$ cat config.mk
export PLATFORM = sky130hd
export DESIGN_NAME = spi_target_regfile
export DESIGN_NICKNAME = d
export VERILOG_FILES = /design/src/rtl/spi_target_regfile.sv
export SDC_FILE = /design/constraint.sdc
export NUM_CORES = 1
export LEC_CHECK = 0
export ABC_CLOCK_PERIOD_IN_PS = 3600
export CORE_MARGIN = 2
export CORE_UTILIZATION = 45
export CTS_BUF_LIST = sky130_fd_sc_hd__clkbuf_16
export CTS_CLUSTER_SIZE = 24
export DETAILED_ROUTE_END_ITERATION = 8
export GPL_ROUTABILITY_DRIVEN = 0
export PLACE_DENSITY = 0.79
export RECOVER_POWER = 50
export SYNTH_ARGS = -nofsm -noshare
export SYNTH_HDL_FRONTEND = slang
export SYNTH_SLANG_ARGS = --single-unit
$ cat constraint.sdc
create_clock -name io_clock -period 3.6 [get_ports io_clock]
set_input_delay 0.36 -clock io_clock [delete_from_list [all_inputs] [get_ports io_clock]]
set_output_delay 0.36 -clock io_clock [all_outputs]
set_load 0.01 [all_outputs]
$ cat src/rtl/spi_target_regfile.sv
// SPI mode-0 target with a byte-wide register file behind it.
// The SPI pins are oversampled on io_clock. Nothing in this block is clocked by sclk.
// Byte 0 of a transaction is the command: bit7 selects write (1) or read (0),
// and the low address bits give the start address.
// Each following byte is one data byte. The address auto-increments after
// every data byte and wraps around the register file.
module spi_target_regfile #(
  parameter int REG_COUNT  = 16,
  parameter int ADDR_WIDTH = 4
) (
  input  logic                   io_clock,
  input  logic                   io_reset,
  input  logic                   io_spi_sclk,
  input  logic                   io_spi_ss,
  input  logic                   io_spi_mosi,
  output logic                   io_spi_miso,
  output logic                   io_wrValid,
  output logic [ADDR_WIDTH-1:0]  io_wrAddr,
  output logic [7:0]             io_wrData,
  output logic [8*REG_COUNT-1:0] io_regs,
  output logic                   io_busy
);

  typedef enum logic [1:0] {IDLE, CMD, DATA} state_t;

  state_t state, state_next;

  logic [1:0] sclk_sync, ss_sync, mosi_sync;
  logic       sclk_d, ss_d;
  logic       sclk_rise, sclk_fall, ss_rise, ss_fall;

  logic [2:0]            bit_cnt;
  logic [7:0]            shift_in;
  logic [7:0]            shift_out;
  logic [7:0]            full_byte;
  logic                  byte_done;
  logic                  rw_write;
  logic                  load_pending;
  logic [ADDR_WIDTH-1:0] addr;
  logic [7:0]            regs [REG_COUNT];

  // Two-flop synchronisers plus one delay stage for sclk/ss edge detection.
  // NOTE: sequential state uses non-blocking (<=) so every flop samples pre-edge values.
  always_ff @(posedge io_clock or negedge io_reset) begin
    if (!io_reset) begin
      sclk_sync <= 2'b00;
      sclk_d    <= 1'b0;
      ss_sync   <= 2'b11;
      ss_d      <= 1'b1;
      mosi_sync <= 2'b00;
    end else begin
      sclk_sync <= {sclk_sync[0], io_spi_sclk};
      sclk_d    <= sclk_sync[1];
      ss_sync   <= {ss_sync[0], io_spi_ss};
      ss_d      <= ss_sync[1];
      mosi_sync <= {mosi_sync[0], io_spi_mosi};
    end
  end

  assign sclk_rise = sclk_sync[1] & ~sclk_d;
  assign sclk_fall = ~sclk_sync[1] & sclk_d;
  assign ss_rise   = ss_sync[1] & ~ss_d;
  assign ss_fall   = ~ss_sync[1] & ss_d;
  assign full_byte = {shift_in[6:0], mosi_sync[1]};
  assign byte_done = sclk_rise && (bit_cnt == 3'd7);

  // State register.
  always_ff @(posedge io_clock or negedge io_reset) begin
    if (!io_reset) state <= IDLE;
    else           state <= state_next;
  end

  // Next-state logic. A deselect always wins over a same-cycle sclk edge.
  // NOTE: default assignment first so no path through the case infers a latch.
  always_comb begin
    state_next = state;
    if (ss_rise) begin
      state_next = IDLE;
    end else begin
      case (state)
        IDLE:    if (ss_fall)   state_next = CMD;
        CMD:     if (byte_done) state_next = DATA;
        DATA:    state_next = DATA;
        default: state_next = IDLE;
      endcase
    end
  end

  // Outputs decoded from state. miso is driven only in the data phase of a read.
  always_comb begin
    io_busy     = (state != IDLE);
    io_spi_miso = (state == DATA) && !rw_write && shift_out[7];
  end

  // Shift-in, command decode, register writes and the read shift-out path.
  // NOTE: the register file is built from flops and is cleared by reset like any other state.
  always_ff @(posedge io_clock or negedge io_reset) begin
    if (!io_reset) begin
      bit_cnt      <= 3'd0;
      shift_in     <= 8'h00;
      shift_out    <= 8'h00;
      rw_write     <= 1'b0;
      load_pending <= 1'b0;
      addr         <= '0;
      io_wrValid   <= 1'b0;
      io_wrAddr    <= '0;
      io_wrData    <= 8'h00;
      for (int k = 0; k < REG_COUNT; k++) regs[k] <= 8'h00;
    end else begin
      io_wrValid <= 1'b0;
      if (ss_rise) begin
        bit_cnt      <= 3'd0;
        load_pending <= 1'b0;
      end else if (state == IDLE) begin
        if (ss_fall) begin
          bit_cnt      <= 3'd0;
          shift_in     <= 8'h00;
          shift_out    <= 8'h00;
          load_pending <= 1'b0;
        end
      end else if (sclk_rise) begin
        bit_cnt  <= bit_cnt + 3'd1;
        shift_in <= full_byte;
        if (bit_cnt == 3'd7) begin
          if (state == CMD) begin
            addr         <= full_byte[ADDR_WIDTH-1:0];
            rw_write     <= full_byte[7];
            load_pending <= ~full_byte[7];
          end else if (rw_write) begin
            regs[addr] <= full_byte;
            io_wrValid <= 1'b1;
            io_wrAddr  <= addr;
            io_wrData  <= full_byte;
            addr       <= addr + 1'b1;
          end else begin
            // The read byte has been fully clocked out, so move to the next register.
            addr         <= addr + 1'b1;
            load_pending <= 1'b1;
          end
        end
      end else if (sclk_fall && (state == DATA) && !rw_write) begin
        if (load_pending) begin
          shift_out    <= regs[addr];
          load_pending <= 1'b0;
        end else begin
          shift_out <= {shift_out[6:0], 1'b0};
        end
      end
    end
  end

  // Flatten the register file onto io_regs.
  for (genvar k = 0; k < REG_COUNT; k++) begin : g_flat
    assign io_regs[8*k +: 8] = regs[k];
  end

endmodule

==> flow_metrics.tcl <==
set metrics [dict create \
    status "finished, violations left" \
    violations "capacitance limit, slew limit" \
    power.total_mw 4.34 \
    initial_core_util_pct 45.9 \
    leakagePower_nw 4.89 \
    rsz0062_at_grt "no" \
    post_drt_via_cell_ratio 5.81 \
    maxCapViolCount 1 \
    nets 748 \
    clk_pin_slew_ns 0.07 \
    synth_seq_cells 175 \
    endpoint_kind "flop" \
    hold_viol_final 0 \
    ys.flop_type "dfrtp_1" \
    netlist_area_um2 8240 \
    cts_buffers 17 \
    drtPass1Iterations 5 \
    postCtsSetupBuffers 0 \
    seqPwrFrac_pct 50.7 \
    routedWlPerCell_um 22.8 \
    cpMaxStageDelayCell "nor3_2" \
    async_flop_share_pct 100 \
    setup-tns-final_ns 0 \
    vias 5656 \
    place_area_um2 9850 \
    drt_iter0_drc 449 \
    fin_area_um2 10400 \
    dieArea_um2 19400 \
    powerDensity_nw_per_um2 417 \
    areaGrowthSynthToFinish_pct 26.2 \
    synth.area.top_cells "dfrtp_1 (52%), mux2_2 (19%), mux2i_1 (5.5%)" \
    slew_violations 37 \
    wl_mm 22.2 \
    p_sw_mw 1.21 \
    synth_top_cell_by_area "dfrtp_1" \
    critPathMaxStageDelay_ns 0.73 \
    hp-start "sclk_sync[0]$_DFF_PN0_" \
    grt_pass1_vias 5980 \
    path_buf_inv 1 \
    die_h_um 139 \
    cts_sinks 175 \
    synth.distinct_cells 50 \
    clk_latency_ns 0.43 \
    finalCritPeriodShare_pct 82.1 \
    ios 148 \
    critPathKind "reg2reg" \
    hold_slack_ns 0.349 \
    min_path_type "reg2reg" \
    antenna_found_initial 0 \
    synth-seq-area-share_pct 53.2 \
    p_comb_share_pct 9.6 \
    synth_fp_nets 620 \
    postCtsHoldBufs 1 \
    yosysTopAreaCellShare_pct 52.2 \
    htreeDepth 4 \
    synth.most_common_cell "dfrtp_1" \
    fp.coreArea_um2 18000 \
    synth_warnings 0 \
    start_kind "flop" \
    ant_nets 0 \
    grtUsageTotal_pct 23.3 \
    die_width_um 139 \
    cts_tree "built" \
    setup_viol 0 \
    switching_share_pct 27.9 \
    vdd_drop_max_mv 0.369 \
    n_antenna_cell 0 \
    r2r_start "state[1]$_DFFE_PN0P_" \
    required_ns 3.91 \
    hpwl_mm 15.3 \
    fin_crit_ns 2.96 \
    fin_skew_ns 0.0109 \
    relSlewSlack_pct -29.0 \
    io_buffer_count 147 \
    drc 0 \
    avgSynthCellArea_um2 13.6 \
    cp_cell_sequence "inv_1 -> ha_1 -> nor2b_1 -> nand2_1 -> nor3_2 -> mux2_2" \
    path_max_fanout 14 \
    grt_first_pass_wirelength_mm 34.8 \
    grt_overflow 0 \
    ctsResizeCount 0 \
    internal_power_mw 3.13 \
    clock-root-buffer "clkbuf_16" \
    synth_commonest_cells "dfrtp_1 (172), mux2_2 (136), mux2i_1 (45)" \
    fmax_mhz 338 \
    crit_family "simple AND/OR/NAND/NOR gates" \
    row_count 49 \
    netlist_instances 604 \
    startpoint "state[1]$_DFFE_PN0P_" \
    clk_path_buf_depth 2 \
    tightestPinTransition_ns 1.93 \
    pwr-share-clk_pct 39.7 \
    cp.arrival_ns 3.26 \
    synth_edf_count 0 \
    grt_max_degree 58 \
    drive_above_1_share_pct 28.1 \
]
cells by family (layout without fill, tap and decap cells):
family | after synthesis | after routing | share of synthesized area [%]
compound gates | 57 | 57 | 5.01
fa+ha+maj | 11 | 11 | 1.67
buf+inv | 52 | 193 | 2.69
flops | 175 | 175 | 53.2
mux | 205 | 205 | 29.2
simple gates | 104 | 104 | 8.26
sequential cells by signal (all words and copies together), names as in the netlist, 2 cells and up:
register	cells
addr	4
bit_cnt	3
io_regs	128
io_wrAddr	4
io_wrData	8
mosi_sync	2
sclk_sync	2
shift_in	7
shift_out	8
ss_sync	2
state	2
worst reg2reg max path, delay by kind of cell, from the launching register on:
family	cells	cell delay, ns
flops	1	0.38
simple gates	3	1.62
mux	1	0.42
buf+inv	1	0.08
fa+ha+maj	1	0.35
through the flow:
| step | utilization, % | setup WS, ns | cells |
|---|---|---|---|
| 4_1_cts | 57.9 | 0.766 | 974 |
| 5_1_grt | 57.9 | 0.444 | 974 |
| 3_3_place_gp | 54.8 | 0.936 | 941 |
| 3_5_place_dp | 54.8 | 0.778 | 941 |
| 6_report | 57.9 | 0.644 | 974 |
| 2_1_floorplan | - | 1.23 | 604 |
worst paths after layout:
path / end / cells past startpoint / slack (ns)
max: io_regs[96]$_DFFE_PN0P_ / 6 / 0.64
min: sclk_sync[1]$_DFF_PN0_ / 0 / 0.35
max reg2reg: io_regs[96]$_DFFE_PN0P_ / 6 / 0.64
min reg2reg: sclk_sync[1]$_DFF_PN0_ / 0 / 0.35
max in group asynchronous: io_regs[27]$_DFFE_PN0P_ / 3 / 0.94
min in group asynchronous: io_regs[19]$_DFFE_PN0P_ / 2 / 0.47
cells in the final DEF, fill, tap and decap left out, types with 9 or more instances in the layout:
cell type / count
clkdlybuf4s50_1: 82
mux2i_1: 45
a21oi_1: 11
mux4_2: 11
nand2_1: 22
clkbuf_16: 17
mux2_2: 136
nor2_1: 13
nor2b_1: 15
dfrtp_1: 170
ha_1: 11
dlygate4sd3_1: 65
nor3_1: 9
area by class of cell:
class                      instances  area, µm²
multi-input combinational        377       3640
clock inverter                    15        121
clock buffer                      17        425
fill                            1400       7570
sequential                       175       4390
tap                              229        287
inverter                           8       30.0
timing repair buffer             153       1510
power groups by stage:
stage | Combinational (mW) | Sequential, mW | Clock (mW)
2_1_floorplan | 0.360 | 2.07 | 0
3_3_place_gp | 0.394 | 2.22 | 0
3_5_place_dp | 0.415 | 2.23 | 0
4_1_cts | 0.421 | 2.19 | 1.74
5_1_grt | 0.460 | 2.21 | 1.81
6_report | 0.418 | 2.20 | 1.72
layer usage:
metal,vias up,GRT usage (%),share of wire [%]
met5,-,0,0
met4,0,9.89,2.6
met3,39,4.47,5.6
met2,211,37.9,50
met1,2961,30.7,42
li1,2445,-,-
No activity file was read; power rests on OpenSTA's default activity.
